--- src/rtl/convb_param_loader_if.sv ---
// Word stream from the RISC-V side into the convb parameter loader.
interface convb_param_loader_if #(
  parameter int DATA_WIDTH = 32
);
  logic [DATA_WIDTH-1:0] s_data;
  logic                  s_valid;
  logic                  s_ready;

  modport master (output s_data, output s_valid, input  s_ready);
  modport slave  (input  s_data, input  s_valid, output s_ready);
endinterface

--- src/rtl/convb_param_loader.sv ---
// Streams weights, then biases, into the per-unit memories of a convb block
// and raises conv_ready once every unit has been fully loaded.
module convb_param_loader #(
  parameter int DATA_WIDTH        = 32,
  parameter int ADDRESS_BITS      = 17,
  parameter int KERNAL_SIZE       = 5,
  parameter int NUMBER_OF_FILTERS = 88,
  parameter int NUMBER_OF_UNITS   = 11,
  parameter int WEIGHTS_PER_UNIT  = KERNAL_SIZE*KERNAL_SIZE*3*NUMBER_OF_FILTERS/NUMBER_OF_UNITS,
  parameter int BIAS_PER_UNIT     = NUMBER_OF_FILTERS/NUMBER_OF_UNITS
) (
  input  logic                       clk,
  input  logic                       reset,
  input  logic                       load_start,
  convb_param_loader_if.slave        stream,
  output logic [DATA_WIDTH-1:0]      riscv_data,
  output logic [ADDRESS_BITS-1:0]    riscv_address,
  output logic [NUMBER_OF_UNITS-1:0] wm_enable_write,
  output logic [NUMBER_OF_UNITS-1:0] bm_enable_write,
  output logic                       busy,
  output logic                       load_done,
  output logic                       conv_ready
);

  localparam int MAX_WORDS = (WEIGHTS_PER_UNIT > BIAS_PER_UNIT) ? WEIGHTS_PER_UNIT : BIAS_PER_UNIT;
  localparam int WORD_W    = $clog2(MAX_WORDS + 1);
  localparam int UNIT_W    = $clog2(NUMBER_OF_UNITS + 1);

  typedef enum logic [1:0] {IDLE, WEIGHTS, BIAS, DONE} state_t;

  state_t              state;
  logic [WORD_W-1:0]   word_cnt;
  logic [UNIT_W-1:0]   unit_cnt;
  logic [WORD_W-1:0]   last_word;
  logic                accept;

  always_comb begin
    busy      = (state == WEIGHTS) || (state == BIAS);
    accept    = busy && stream.s_valid;
    last_word = (state == BIAS) ? WORD_W'(BIAS_PER_UNIT - 1) : WORD_W'(WEIGHTS_PER_UNIT - 1);
  end

  assign stream.s_ready = busy;

  always_ff @(posedge clk or negedge reset) begin
    if (!reset) begin
      state           <= IDLE;
      word_cnt        <= '0;
      unit_cnt        <= '0;
      riscv_data      <= '0;
      riscv_address   <= '0;
      wm_enable_write <= '0;
      bm_enable_write <= '0;
      load_done       <= 1'b0;
      conv_ready      <= 1'b0;
    end else begin
      wm_enable_write <= '0;
      bm_enable_write <= '0;
      load_done       <= 1'b0;
      unique case (state)
        IDLE: begin
          if (load_start) begin
            state      <= WEIGHTS;
            word_cnt   <= '0;
            unit_cnt   <= '0;
            conv_ready <= 1'b0;
          end
        end
        WEIGHTS, BIAS: begin
          if (accept) begin
            riscv_data    <= stream.s_data;
            riscv_address <= ADDRESS_BITS'(word_cnt);
            if (state == WEIGHTS) wm_enable_write <= NUMBER_OF_UNITS'(1) << unit_cnt;
            else                  bm_enable_write <= NUMBER_OF_UNITS'(1) << unit_cnt;
            // Weight and bias phases share the counters; only the wrap point differs.
            if (word_cnt == last_word) begin
              word_cnt <= '0;
              if (unit_cnt == UNIT_W'(NUMBER_OF_UNITS - 1)) begin
                unit_cnt <= '0;
                if (state == WEIGHTS) begin
                  state <= BIAS;
                end else begin
                  state      <= DONE;
                  load_done  <= 1'b1;
                  conv_ready <= 1'b1;
                end
              end else begin
                unit_cnt <= unit_cnt + 1'b1;
              end
            end else begin
              word_cnt <= word_cnt + 1'b1;
            end
          end
        end
        DONE:    state <= IDLE;
        default: state <= IDLE;
      endcase
    end
  end

endmodule

--- src/flat_wrapper.sv ---
// flat-port wrapper written by rule: the top's interface ports become plain ports
module convb_param_loader_flat 
#(
  parameter int DATA_WIDTH        = 32,
  parameter int ADDRESS_BITS      = 17,
  parameter int KERNAL_SIZE       = 5,
  parameter int NUMBER_OF_FILTERS = 88,
  parameter int NUMBER_OF_UNITS   = 11,
  parameter int WEIGHTS_PER_UNIT  = KERNAL_SIZE*KERNAL_SIZE*3*NUMBER_OF_FILTERS/NUMBER_OF_UNITS,
  parameter int BIAS_PER_UNIT     = NUMBER_OF_FILTERS/NUMBER_OF_UNITS
)
  (clk, reset, load_start, riscv_data, riscv_address, wm_enable_write, bm_enable_write, busy, load_done, conv_ready, stream_s_data, stream_s_valid, stream_s_ready);
  convb_param_loader_if #(.DATA_WIDTH(DATA_WIDTH)) stream_i ();
  input  logic clk;
  input  logic reset;
  input  logic load_start;
  output logic [DATA_WIDTH-1:0] riscv_data;
  output logic [ADDRESS_BITS-1:0] riscv_address;
  output logic [NUMBER_OF_UNITS-1:0] wm_enable_write;
  output logic [NUMBER_OF_UNITS-1:0] bm_enable_write;
  output logic busy;
  output logic load_done;
  output logic conv_ready;
  input wire logic [$bits(stream_i.s_data)-1:0] stream_s_data;
  input wire logic [$bits(stream_i.s_valid)-1:0] stream_s_valid;
  output wire logic [$bits(stream_i.s_ready)-1:0] stream_s_ready;
  assign stream_i.s_data = stream_s_data;
  assign stream_i.s_valid = stream_s_valid;
  assign stream_s_ready = stream_i.s_ready;
  convb_param_loader #(.DATA_WIDTH(DATA_WIDTH), .ADDRESS_BITS(ADDRESS_BITS), .KERNAL_SIZE(KERNAL_SIZE), .NUMBER_OF_FILTERS(NUMBER_OF_FILTERS), .NUMBER_OF_UNITS(NUMBER_OF_UNITS), .WEIGHTS_PER_UNIT(WEIGHTS_PER_UNIT), .BIAS_PER_UNIT(BIAS_PER_UNIT)) u_core (.clk(clk), .reset(reset), .load_start(load_start), .stream(stream_i), .riscv_data(riscv_data), .riscv_address(riscv_address), .wm_enable_write(wm_enable_write), .bm_enable_write(bm_enable_write), .busy(busy), .load_done(load_done), .conv_ready(conv_ready));
endmodule
--- config.mk ---
export PLATFORM = sky130hd
export DESIGN_NAME = convb_param_loader_flat
export DESIGN_NICKNAME = d
export VERILOG_FILES = /design/src/rtl/convb_param_loader_if.sv /design/src/rtl/convb_param_loader.sv /design/src/flat_wrapper.sv
export SDC_FILE = /design/constraint.sdc
export NUM_CORES = 1
export LEC_CHECK = 0
export BUFFER_PORTS_ARGS = -buffer_cell sky130_fd_sc_hd__buf_2
export CORE_MARGIN = 3
export CORE_UTILIZATION = 42
export DETAILED_ROUTE_END_ITERATION = 10
export GPL_ROUTABILITY_DRIVEN = 0
export HOLD_SLACK_MARGIN = 0.1
export PLACE_DENSITY = 0.69
export SLEW_MARGIN = 40
export SYNTH_ARGS = -nofsm -noshare
export SYNTH_HDL_FRONTEND = slang
export SYNTH_SLANG_ARGS = --single-unit
--- constraint.sdc ---
create_clock -name clk -period 2.1 [get_ports clk]
set_input_delay 0.21 -clock clk [delete_from_list [all_inputs] [get_ports clk]]
set_output_delay 0.21 -clock clk [all_outputs]
set_load 0.02 [all_outputs]
==> results by group, run 1 <==
Run status
  – Run status: complete, no violations

Clock network
  – Post-CTS Setup Bufs: 0
  – Clock Latency Late Sink: ~350 ps
  – TritonCTS Sinks: between 80 and 90
  – Reg clk slew, reported paths: 90 ps
  – CTS max path bufs: 2
  – CTS tree: yes
  – Total CTS buffers: 9
  – Depth of the CTS H-tree: 3
  – Root buffer cell: clkbuf_8

STA
  – FMAX: slightly above 500 MHz
  – Skew final: around 12 ps
  – Worst slew margin relative to its limit: 0.593
  – Fin. Hold Viols: 0
  – Worst-Margin Slew: 611 ps
  – Fin Hold WS: around 120 ps
  – Final period utilization: 0.928
  – Max-slew violation count: 0
  – Final setup fails: 0
  – Final worst-path setup slack: roughly 150 ps
  – Unrepaired setup endpoints after global routing: yes
  – Tmin final: between 1500 and 2000 ps

Finish
  – Commonest cells after routing, fill and taps aside: buf_2, dfrtp_1, mux2_2
  – Synthesis-to-finish area growth: 34.0%
  – Fillers: between 600 and 700
  – Layout cells sized above 1: 0.440
  – Commonest non-fill, non-tap cell in the layout: buf_2
  – ANT cells: 0
  – NumNets Final: around 460

Power
  – Switch share: 0.295
  – P_leak: approximately 0.0023 uW
  – Worst VDD drop: 0.318 mV
  – Combinational cell fraction of total power: 0.185
  – Power share of the clock group: 0.309
  – Sw power: 1080 uW
  – Seq pwr share: 0.506
  – P_int: 2590 uW
  – Pwr dens: between 700 and 800 mW/mm2

Placement
  – Dpl ws: 56.0 ps
  – HPWL Detailed: just over 5000 um
  – PortBufs: 103

Detailed routing
  – Final ANT Viol Nets: 0
  – # DRC: 0
  – Final WL: 8250 um
  – WL/cell: 15.9 um
  – Via density: a little under 5
  – Iteration count of the initial detailed-routing pass: 4
  – Initial DRC Count: slightly below 60
  – Vias post-DR: between 2k and 3k

Synthesis
  – Synthesized cell area: approximately 0.0034 mm2
  – Number of flops mapped to enable cells by yosys: 0
  – Gate Count Post-Synth: approximately 270
  – Post-synthesis sequential area ratio: 0.595
  – Share of the synthesized area in the top cell type: 0.595
  – Synth cell types: 41
  – Register bit total from synthesis: between 80 and 90
  – Yosys synthesis warning count: 0
  – Synth area leaders: dfrtp_1, mux2_2, nor2_1
  – Yosys top cell by area: dfrtp_1
  – Async SR Flop Fraction: 1.00
  – Synth Area per Inst: between 10 and 15 um2
  – Ys flop type: dfrtp_1

Setup path
  – Worst R2R End: u_core.unit_cnt[1]
  – Critical path fanouts, max: 8
  – R2R setup slack: approximately 150 ps
  – Critical path class: flop to flop
  – Critical R2R Launch: u_core.state[0]
  – Worst Setup SP: u_core.state[0]
  – Critical path capture point type: flop
  – Critical path launch point type: flop
  – Req. time, crit path: 2320 ps
  – Arrival @ worst endpoint: around 2200 ps
  – Reg2Reg Depth: 8

Floorplan
  – Core ar.: 0.00785 mm2
  – Die Y-Extent: about 97 um
  – Horiz. Die Dim: 96.6 um
  – Core Rows: 32
  – Die area: roughly 0.0093 mm2
  – I/O Pins: 111
  – Starting density of the core: 0.439

Min path
  – Hold Path End: u_core.riscv_data[24]
  – HP Class: primary input to flop
  – Hold-critical path depth: 2
  – Min-delay src: stream_s_data[24]

Job
  – MaxCap Viol Count: 0

Global routing
  – First-pass GRT wire length: 12800 um
  – Met1 Resource Use GR: 0.236
  – GR Util met2: 0.297
  – GRT busiest layer: met2
  – Initial antenna violation count: 0
  – GRT Total Usage: 0.181
  – GR met3 Demand/Resource: 0.0480
  – GRT Residual Overflow: 0
  – Largest net degree at the start of global routing: just under 50
  – Vias in the first global route: around 2.4k
-- power by group through the flow --
stage	combinational [uW]	sequential [uW]	clock, uW
final	679	1860	1130
after global routing	747	1880	1230
after CTS	674	1850	1160
after detailed placement	626	1880	0
after global placement	616	1880	0
after floorplan	261	2000	0
-- per-layer routing --
metal,share of wire,vias to the layer above,wire length (um)
li1,-,1211,-
met1,0.43,1236,3580
met2,0.47,103,3910
met3,0.079,7,650
met4,0.013,0,105
met5,0,-,0
-- flip-flops by register name, summed over array words and instances, names as in the netlist --
| name | count |
|---|---|
| u_core.riscv_data | 32 |
| u_core.bm_enable_write | 11 |
| u_core.wm_enable_write | 11 |
| u_core.riscv_address | 10 |
| u_core.word_cnt | 10 |
| u_core.unit_cnt | 4 |
| u_core.state | 2 |
| u_core.conv_ready | 1 |
| u_core.load_done | 1 |
-- cell usage after synthesis, types with 4 or more instances --
master and number:
nor4_1 4, nand3_1 5, clkbuf_1 6, ha_1 7, nand2b_1 7, nor3_1 11, mux2_2 42, or3_1 4
nor2_1 26, dfrtp_1 82, nand2_1 9, nand4_1 5, xor2_1 6, o21ai_0 6, buf_4 10, inv_1 6
-- through the flow --
stage | setup TNS [ps] | power [uW] | util | area [um2] | instances
6_report | 0 | 3670 | 0.589 | 4620 | 520
5_1_grt | -28.9 | 3850 | 0.589 | 4620 | 520
4_1_cts | 0 | 3690 | 0.585 | 4590 | 520
3_5_place_dp | 0 | 2510 | 0.521 | 4090 | 473
3_3_place_gp | 0 | 2490 | 0.521 | 4090 | 473
2_1_floorplan | 0 | 2260 | - | 3470 | 278
-- worst max-delay path by stage --
stage,to,slack (ps)
6_report,u_core.unit_cnt[1],150
2_1_floorplan,u_core.bm_enable_write[0],60
3_3_place_gp,u_core.unit_cnt[3],170
5_1_grt,u_core.unit_cnt[1],-30
3_5_place_dp,u_core.bm_enable_write[1],60
4_1_cts,u_core.bm_enable_write[1],40
-- worst max-delay path, stage by stage, from the launching register on --
cell and delay (ps):
dfrtp_1 380, inv_1 110, ha_1 200, and4b_1 210, o211ai_2 430, buf_4 220, nor4_1 50, a21oi_1 120
o22ai_1 90
-- timing repair --
| item | 4_1_cts | 5_1_grt |
|---|---|---|
| hold buffers | 31 | 0 |
| resized for setup | 0 | 6 |
| hold endpoints to repair | 77 | 0 |
| setup endpoints to repair | 0 | 18 |
-- layout make-up --
cell class / instances / area (um2) / area share
flip-flops and latches: 82 / 2050 / 0.445
multi-input cells: 169 / 1300 / 0.281
repair buffers: 145 / 923 / 0.200
clock buffers: 10 / 128 / 0.0276
well taps: 102 / 128 / 0.0276
clock inverters: 6 / 65.1 / 0.0141
inverters: 6 / 22.5 / 0.00488
-- cells by family (layout without fill, tap and decap cells) --
| group | count (synthesis) | in the layout | share of synthesized area |
|---|---|---|---|
| XOR/XNOR | 9 | 9 | 0.0229 |
| buffers and inverters | 27 | 167 | 0.0414 |
| adder cells (fa/ha/maj) | 7 | 7 | 0.0254 |
| other | 1 | 7 | 0.00109 |
| flip-flops | 82 | 82 | 0.595 |
| multiplexers | 42 | 42 | 0.137 |
| AND/OR/NAND/NOR | 86 | 86 | 0.133 |
| AO/OA/AOI/OAI | 18 | 18 | 0.0439 |
No activity file was read; power rests on OpenSTA's default activity.
==> run 2: changes to the inputs <==
--- a/config.mk
+++ b/config.mk
@@ -7,11 +7,11 @@
 export LEC_CHECK = 0
 export BUFFER_PORTS_ARGS = -buffer_cell sky130_fd_sc_hd__buf_2
 export CORE_MARGIN = 3
-export CORE_UTILIZATION = 42
+export CORE_UTILIZATION = 35
 export DETAILED_ROUTE_END_ITERATION = 10
 export GPL_ROUTABILITY_DRIVEN = 0
 export HOLD_SLACK_MARGIN = 0.1
-export PLACE_DENSITY = 0.69
+export PLACE_DENSITY = 0.6
 export SLEW_MARGIN = 40
 export SYNTH_ARGS = -nofsm -noshare
 export SYNTH_HDL_FRONTEND = slang
==> run 2 against run 1 <==
Sequential power barely moved. Highest routed layer unchanged. Fmax shrank 1.2%. Critical path type unchanged. Non-clock buffer count rose by 1. Setup slack got worse by 24 ps. First-iteration DRC count increased to 3.1 times the previous value. Clock skew down 2.2 ps. Register-to-register slack got worse by 20 ps. Count of clock-buffer cells in the layout down 1. Via count down 2.6%. Die area increased by 19%.
==> results by group, run 2 (synthesis results as in run 1) <==
Setup path
  – Critical R2R Launch: u_core.state[1]
  – Req. time, crit path: roughly 2400 ps
  – R2R setup slack: 130 ps
  – Critical path launch point type: flop
  – Critical path capture point type: flop
  – Critical path fanouts, max: 6
  – Arrival @ worst endpoint: between 2000 and 2500 ps
  – Critical path class: flop to flop
  – Worst R2R End: u_core.wm_enable_write[0]
  – Reg2Reg Depth: 7

STA
  – Unrepaired setup endpoints after global routing: yes
  – Max-slew violation count: 0
  – Fin. Hold Viols: 0
  – Final TNS setup: 0 ps
  – Skew final: approximately 10 ps
  – Final setup fails: 0
  – Tmin final: about 2000 ps
  – Final worst-path setup slack: between 100 and 150 ps
  – Final period utilization: 0.939
  – FMAX: between 500 and 600 MHz

Clock network
  – Total CTS buffers: 9
  – Depth of the CTS H-tree: 3
  – CTS max path bufs: 2
  – Reg clk slew, reported paths: around 80 ps
  – Clock Latency Late Sink: 340 ps
  – CTS tree: yes
  – TritonCTS Sinks: just over 80
  – Root buffer cell: clkbuf_8

Global routing
  – Met1 Resource Use GR: 0.201
  – GRT busiest layer: met2
  – Initial antenna violation count: 0
  – GRT Residual Overflow: 0
  – GRT Total Usage: 0.143
  – GR Util met2: 0.215
  – GR met3 Demand/Resource: 0.0410
  – Largest net degree at the start of global routing: 56
  – Vias in the first global route: approximately 2.5k
  – First-pass GRT wire length: approximately 13000 um

Floorplan
  – Core ar.: between 0.009 and 0.01 mm2
  – I/O Pins: about 110
  – Horiz. Die Dim: approximately 110 um
  – Starting density of the core: 0.366
  – Die Y-Extent: about 110 um
  – Core Rows: 35
  – Die area: approximately 0.011 mm2

Detailed routing
  – Iteration count of the initial detailed-routing pass: 4
  – WL/cell: 14.1 um
  – Final ANT Viol Nets: 0
  – Vias post-DR: 2491
  – # DRC: 0
  – Via density: between 4 and 5
  – Final WL: 7700 um
  – Initial DRC Count: about 180

Finish
  – Fin util: 0.500
  – Commonest non-fill, non-tap cell in the layout: buf_2
  – Max FFs per register: 32
  – Commonest cells after routing, fill and taps aside: buf_2, dfrtp_1, mux2_2
  – NumNets Final: 457
  – Design area: 0.00471 mm2
  – Layout cells sized above 1: 0.435
  – Synthesis-to-finish area growth: 36.7%
  – Largest reg by FF count: u_core.riscv_data
  – Largest regs: u_core.riscv_data x32, u_core.bm_enable_write x11, u_core.wm_enable_write x11
  – Fillers: approximately 810
  – ANT cells: 0

Power
  – Switch share: 0.270
  – Worst VDD drop: 0.365 mV
  – P_int: 2820 uW
  – Power share of the clock group: 0.349
  – P_leak: about 0.0023 uW
  – Seq pwr share: 0.478
  – Sw power: approximately 1000 uW
  – Combinational cell fraction of total power: 0.172
  – Pwr dens: just over 800 mW/mm2

Placement
  – Post-DP Area: between 0.004 and 0.005 mm2
  – PortBufs: 103
  – HPWL Detailed: just over 5000 um
  – Dpl ws: a little over 90 ps

Run status
  – Run status: complete, no violations

Min path
  – Hold-critical path depth: 2
  – Min-delay src: stream_s_data[14]
  – HP Class: primary input to flop
  – Hold Path End: u_core.riscv_data[14]

Job
  – MaxCap Viol Count: 0
## run 2: cell types whose count changed in the layout (fill, tap and decap cells not counted), sizes merged
| cell | before | now |
|---|---|---|
| clkinv | 3 | 1 |
| clkinvlp | 1 | 0 |
| inv | 7 | 8 |
| bufinv | 1 | 3 |
| clkbuf | 10 | 9 |
| buf | 114 | 115 |
## run 2: how the worst max path moves through the flow
stage                             startpoint                        end  slack [ps]
final                        u_core.state[1]  u_core.wm_enable_write[0]         130
after global routing         u_core.state[1]  u_core.wm_enable_write[1]          -8
after CTS                    u_core.state[1]         u_core.unit_cnt[1]          70
after detailed placement     u_core.state[0]         u_core.unit_cnt[2]          90
after global placement    u_core.word_cnt[0]         u_core.unit_cnt[3]         190
after floorplan              u_core.state[0]  u_core.bm_enable_write[0]          60
## run 2: critical path, cell delays in order, from the launching register on
cell and delay (ps):
dfrtp_1 390, inv_1 80, ha_2 390, buf_4 170
buf_4 160, nand3_1 160, or3_1 380, nor3_1 150
## run 2: timing repair
item / in CTS / in global routing
hold buffers: 31 / 0
endpoints found under the setup margin: 0 / 10
hold endpoints to repair: 57 / 0
resized for setup: 0 / 3
buffers inserted: 0 / 1
## run 2: per-stage QoR
step | hold WS (ps) | instances | power [uW]
CTS | 101 | 546 | 3920
global placement | 155 | 500 | 2500
finish | 124 | 547 | 3870
detailed placement | 155 | 500 | 2510
global route | 110 | 547 | 4060
floorplan | -85.6 | 278 | 2260
## run 2: cell type report
class | instances | area [um2] | share of cell area
Clock buffer | 9 | 124 | 0.0263
Clock inverter | 6 | 113 | 0.0239
Inverter | 6 | 22.5 | 0.00478
Multi-Input combinational cell | 169 | 1290 | 0.275
Sequential cell | 82 | 2050 | 0.436
Tap cell | 129 | 161 | 0.0343
Timing Repair Buffer | 146 | 943 | 0.200
## run 2: power groups by stage
stage	sequential [uW]	combinational, uW	clock (uW)
after floorplan	2000	261	0
after global placement	1880	623	0
after detailed placement	1880	626	0
after CTS	1850	671	1400
after global routing	1870	724	1460
final	1850	667	1350
## run 2: per-layer routing
| layer | wire [um] | vias up |
|---|---|---|
| li1 | - | 1208 |
| met1 | 3760 | 1178 |
| met2 | 3270 | 96 |
| met3 | 563 | 9 |
| met4 | 103 | 0 |
| met5 | 0 | - |
==> run 3: changes to the inputs <==
--- a/config.mk
+++ b/config.mk
@@ -7,11 +7,11 @@
 export LEC_CHECK = 0
 export BUFFER_PORTS_ARGS = -buffer_cell sky130_fd_sc_hd__buf_2
 export CORE_MARGIN = 3
-export CORE_UTILIZATION = 35
+export CORE_UTILIZATION = 50
 export DETAILED_ROUTE_END_ITERATION = 10
 export GPL_ROUTABILITY_DRIVEN = 0
 export HOLD_SLACK_MARGIN = 0.1
-export PLACE_DENSITY = 0.6
+export PLACE_DENSITY = 0.79
 export SLEW_MARGIN = 40
 export SYNTH_ARGS = -nofsm -noshare
 export SYNTH_HDL_FRONTEND = slang
==> run 3 against run 2 <==
Routed wire length up 5.6%. Die area decreased by 28%. Non-clock buffer count shrank 3. Critical path type unchanged. Sequential cell count did not move.
==> results by group, run 3 (synthesis results as in run 1) <==
Run status
  – Run status: complete, no violations

Power
  – Switch share: 0.294
  – Pwr dens: roughly 800 mW/mm2
  – Combinational cell fraction of total power: 0.185
  – P_leak: 0.00226 uW
  – Sw power: around 1100 uW
  – P_int: between 2000 and 3000 uW
  – Seq pwr share: 0.507
  – Power share of the clock group: 0.308
  – Worst VDD drop: between 0.3 and 0.4 mV

Min path
  – Hold-critical path depth: 2
  – HP Class: primary input to flop

Placement
  – Post-DP Area: about 0.004 mm2
  – HPWL Detailed: around 5000 um
  – PortBufs: a little over 100

Setup path
  – Critical path class: flop to flop
  – Reg2Reg Depth: 7
  – Critical path fanouts, max: 14
  – Arrival @ worst endpoint: 2280 ps
  – Req. time, crit path: roughly 2400 ps
  – Critical path capture point type: flop
  – Critical path launch point type: flop

Global routing
  – First-pass GRT wire length: roughly 12000 um
  – GRT Total Usage: 0.209
  – GR Util met2: 0.354
  – GRT Residual Overflow: 0
  – GR met3 Demand/Resource: 0.0571
  – Met1 Resource Use GR: 0.259
  – Largest net degree at the start of global routing: just over 40
  – Vias in the first global route: between 2k and 3k
  – Initial antenna violation count: 0
  – GRT busiest layer: met2

Finish
  – Commonest cells after routing, fill and taps aside: buf_2, dfrtp_1, mux2_2
  – Fillers: 436
  – ANT cells: 0
  – Layout cells sized above 1: 0.433
  – Commonest non-fill, non-tap cell in the layout: buf_2
  – Largest reg by FF count: u_core.riscv_data
  – Largest regs: u_core.riscv_data x32, u_core.bm_enable_write x11, u_core.wm_enable_write x11
  – Max FFs per register: 32
  – NumNets Final: 454
  – Synthesis-to-finish area growth: 32.5%
  – Design area: 0.00457 mm2

Clock network
  – TritonCTS Sinks: 82
  – Post-CTS Setup Bufs: 0
  – Reg clk slew, reported paths: around 90 ps
  – Total CTS buffers: 9
  – Clock Latency Late Sink: roughly 350 ps
  – CTS max path bufs: 2
  – Depth of the CTS H-tree: 3
  – CTS tree: yes
  – Root buffer cell: clkbuf_8

Detailed routing
  – Via density: between 5 and 6
  – WL/cell: 16.5 um
  – # DRC: 0
  – Vias post-DR: 2542
  – Final ANT Viol Nets: 0
  – Initial DRC Count: 63
  – Iteration count of the initial detailed-routing pass: 4
  – Final WL: roughly 8100 um

Floorplan
  – Die area: between 0.007 and 0.008 mm2
  – I/O Pins: 111
  – Core ar.: ~0.0065 mm2
  – Die Y-Extent: just under 90 um
  – Starting density of the core: 0.528
  – Core Rows: 29
  – Horiz. Die Dim: 89.0 um

STA
  – Final setup fails: 0
  – Fin Hold WS: roughly 130 ps
  – Tmin final: 2030 ps
  – FMAX: 492 MHz
  – Worst-Margin Slew: between 500 and 600 ps
  – Final period utilization: 0.967
  – Fin. Hold Viols: 0
  – Skew final: ~9.7 ps
  – Worst slew margin relative to its limit: 0.662
  – Unrepaired setup endpoints after global routing: yes
  – Max-slew violation count: 0

Job
  – MaxCap Viol Count: 0
==> run 3: power by group through the flow <==
stage	Sequential (uW)	Combinational [uW]	Clock (uW)
floorplan	2000	261	0
global placement	1870	613	0
detailed placement	1880	624	0
CTS	1850	673	1170
global route	1880	739	1240
finish	1860	678	1130
==> run 3: critical path, cell delays in order, from the launching register on <==
cell	delay, ps
dfrtp_1	400
inv_1	80
ha_1	370
buf_4	240
o211ai_2	240
a2111oi_4	400
xnor2_1	180
nor2_2	40
==> run 3: stage by stage <==
stage / setup WS [ps] / total power [uW] / instances / util / TNS, ps
final: 69.4 / 3660 / 493 / 0.699 / 0
after global routing: -81.3 / 3860 / 493 / 0.699 / -400
after CTS: 65.3 / 3690 / 492 / 0.698 / 0
after detailed placement: 80.2 / 2500 / 446 / 0.621 / 0
after global placement: 172 / 2480 / 446 / 0.621 / 0
after floorplan: 56.0 / 2260 / 278 / - / 0
==> run 3: path summary, 6_finish.rpt <==
path | start | end | slack (ps)
min in group asynchronous | reset | u_core.riscv_data[14] | 360
worst max register to register | u_core.state[1] | u_core.unit_cnt[3] | 70
worst min-delay path | stream_s_data[18] | u_core.riscv_data[18] | 130
worst max-delay path | u_core.state[1] | u_core.unit_cnt[3] | 70
max in group asynchronous | reset | u_core.riscv_address[3] | 1140
worst min register to register | u_core.riscv_address[5] | u_core.riscv_address[5] | 510
==> run 3: timing repair <==
action / in CTS / in global routing
hold buffers: 30 / 1
endpoints found under the hold margin: 65 / 1
gates resized for setup: 0 / 1
endpoints found under the setup margin: 0 / 7
==> run 3: cell type report <==
class / instances / area (um2) / share of cell area
timing repair buffer: 143 / 921 / 0.202
tap: 77 / 96.3 / 0.0211
clock buffer: 9 / 124 / 0.0271
sequential: 82 / 2050 / 0.449
clock inverter: 7 / 76.3 / 0.0167
multi-input combinational: 169 / 1270 / 0.279
inverter: 6 / 22.5 / 0.00493
==> run 3: layer usage <==
layer,part of all wire,wire length (um)
met1,0.41,3360
met2,0.50,4030
met3,0.076,619
met4,0.015,125
met5,0,0
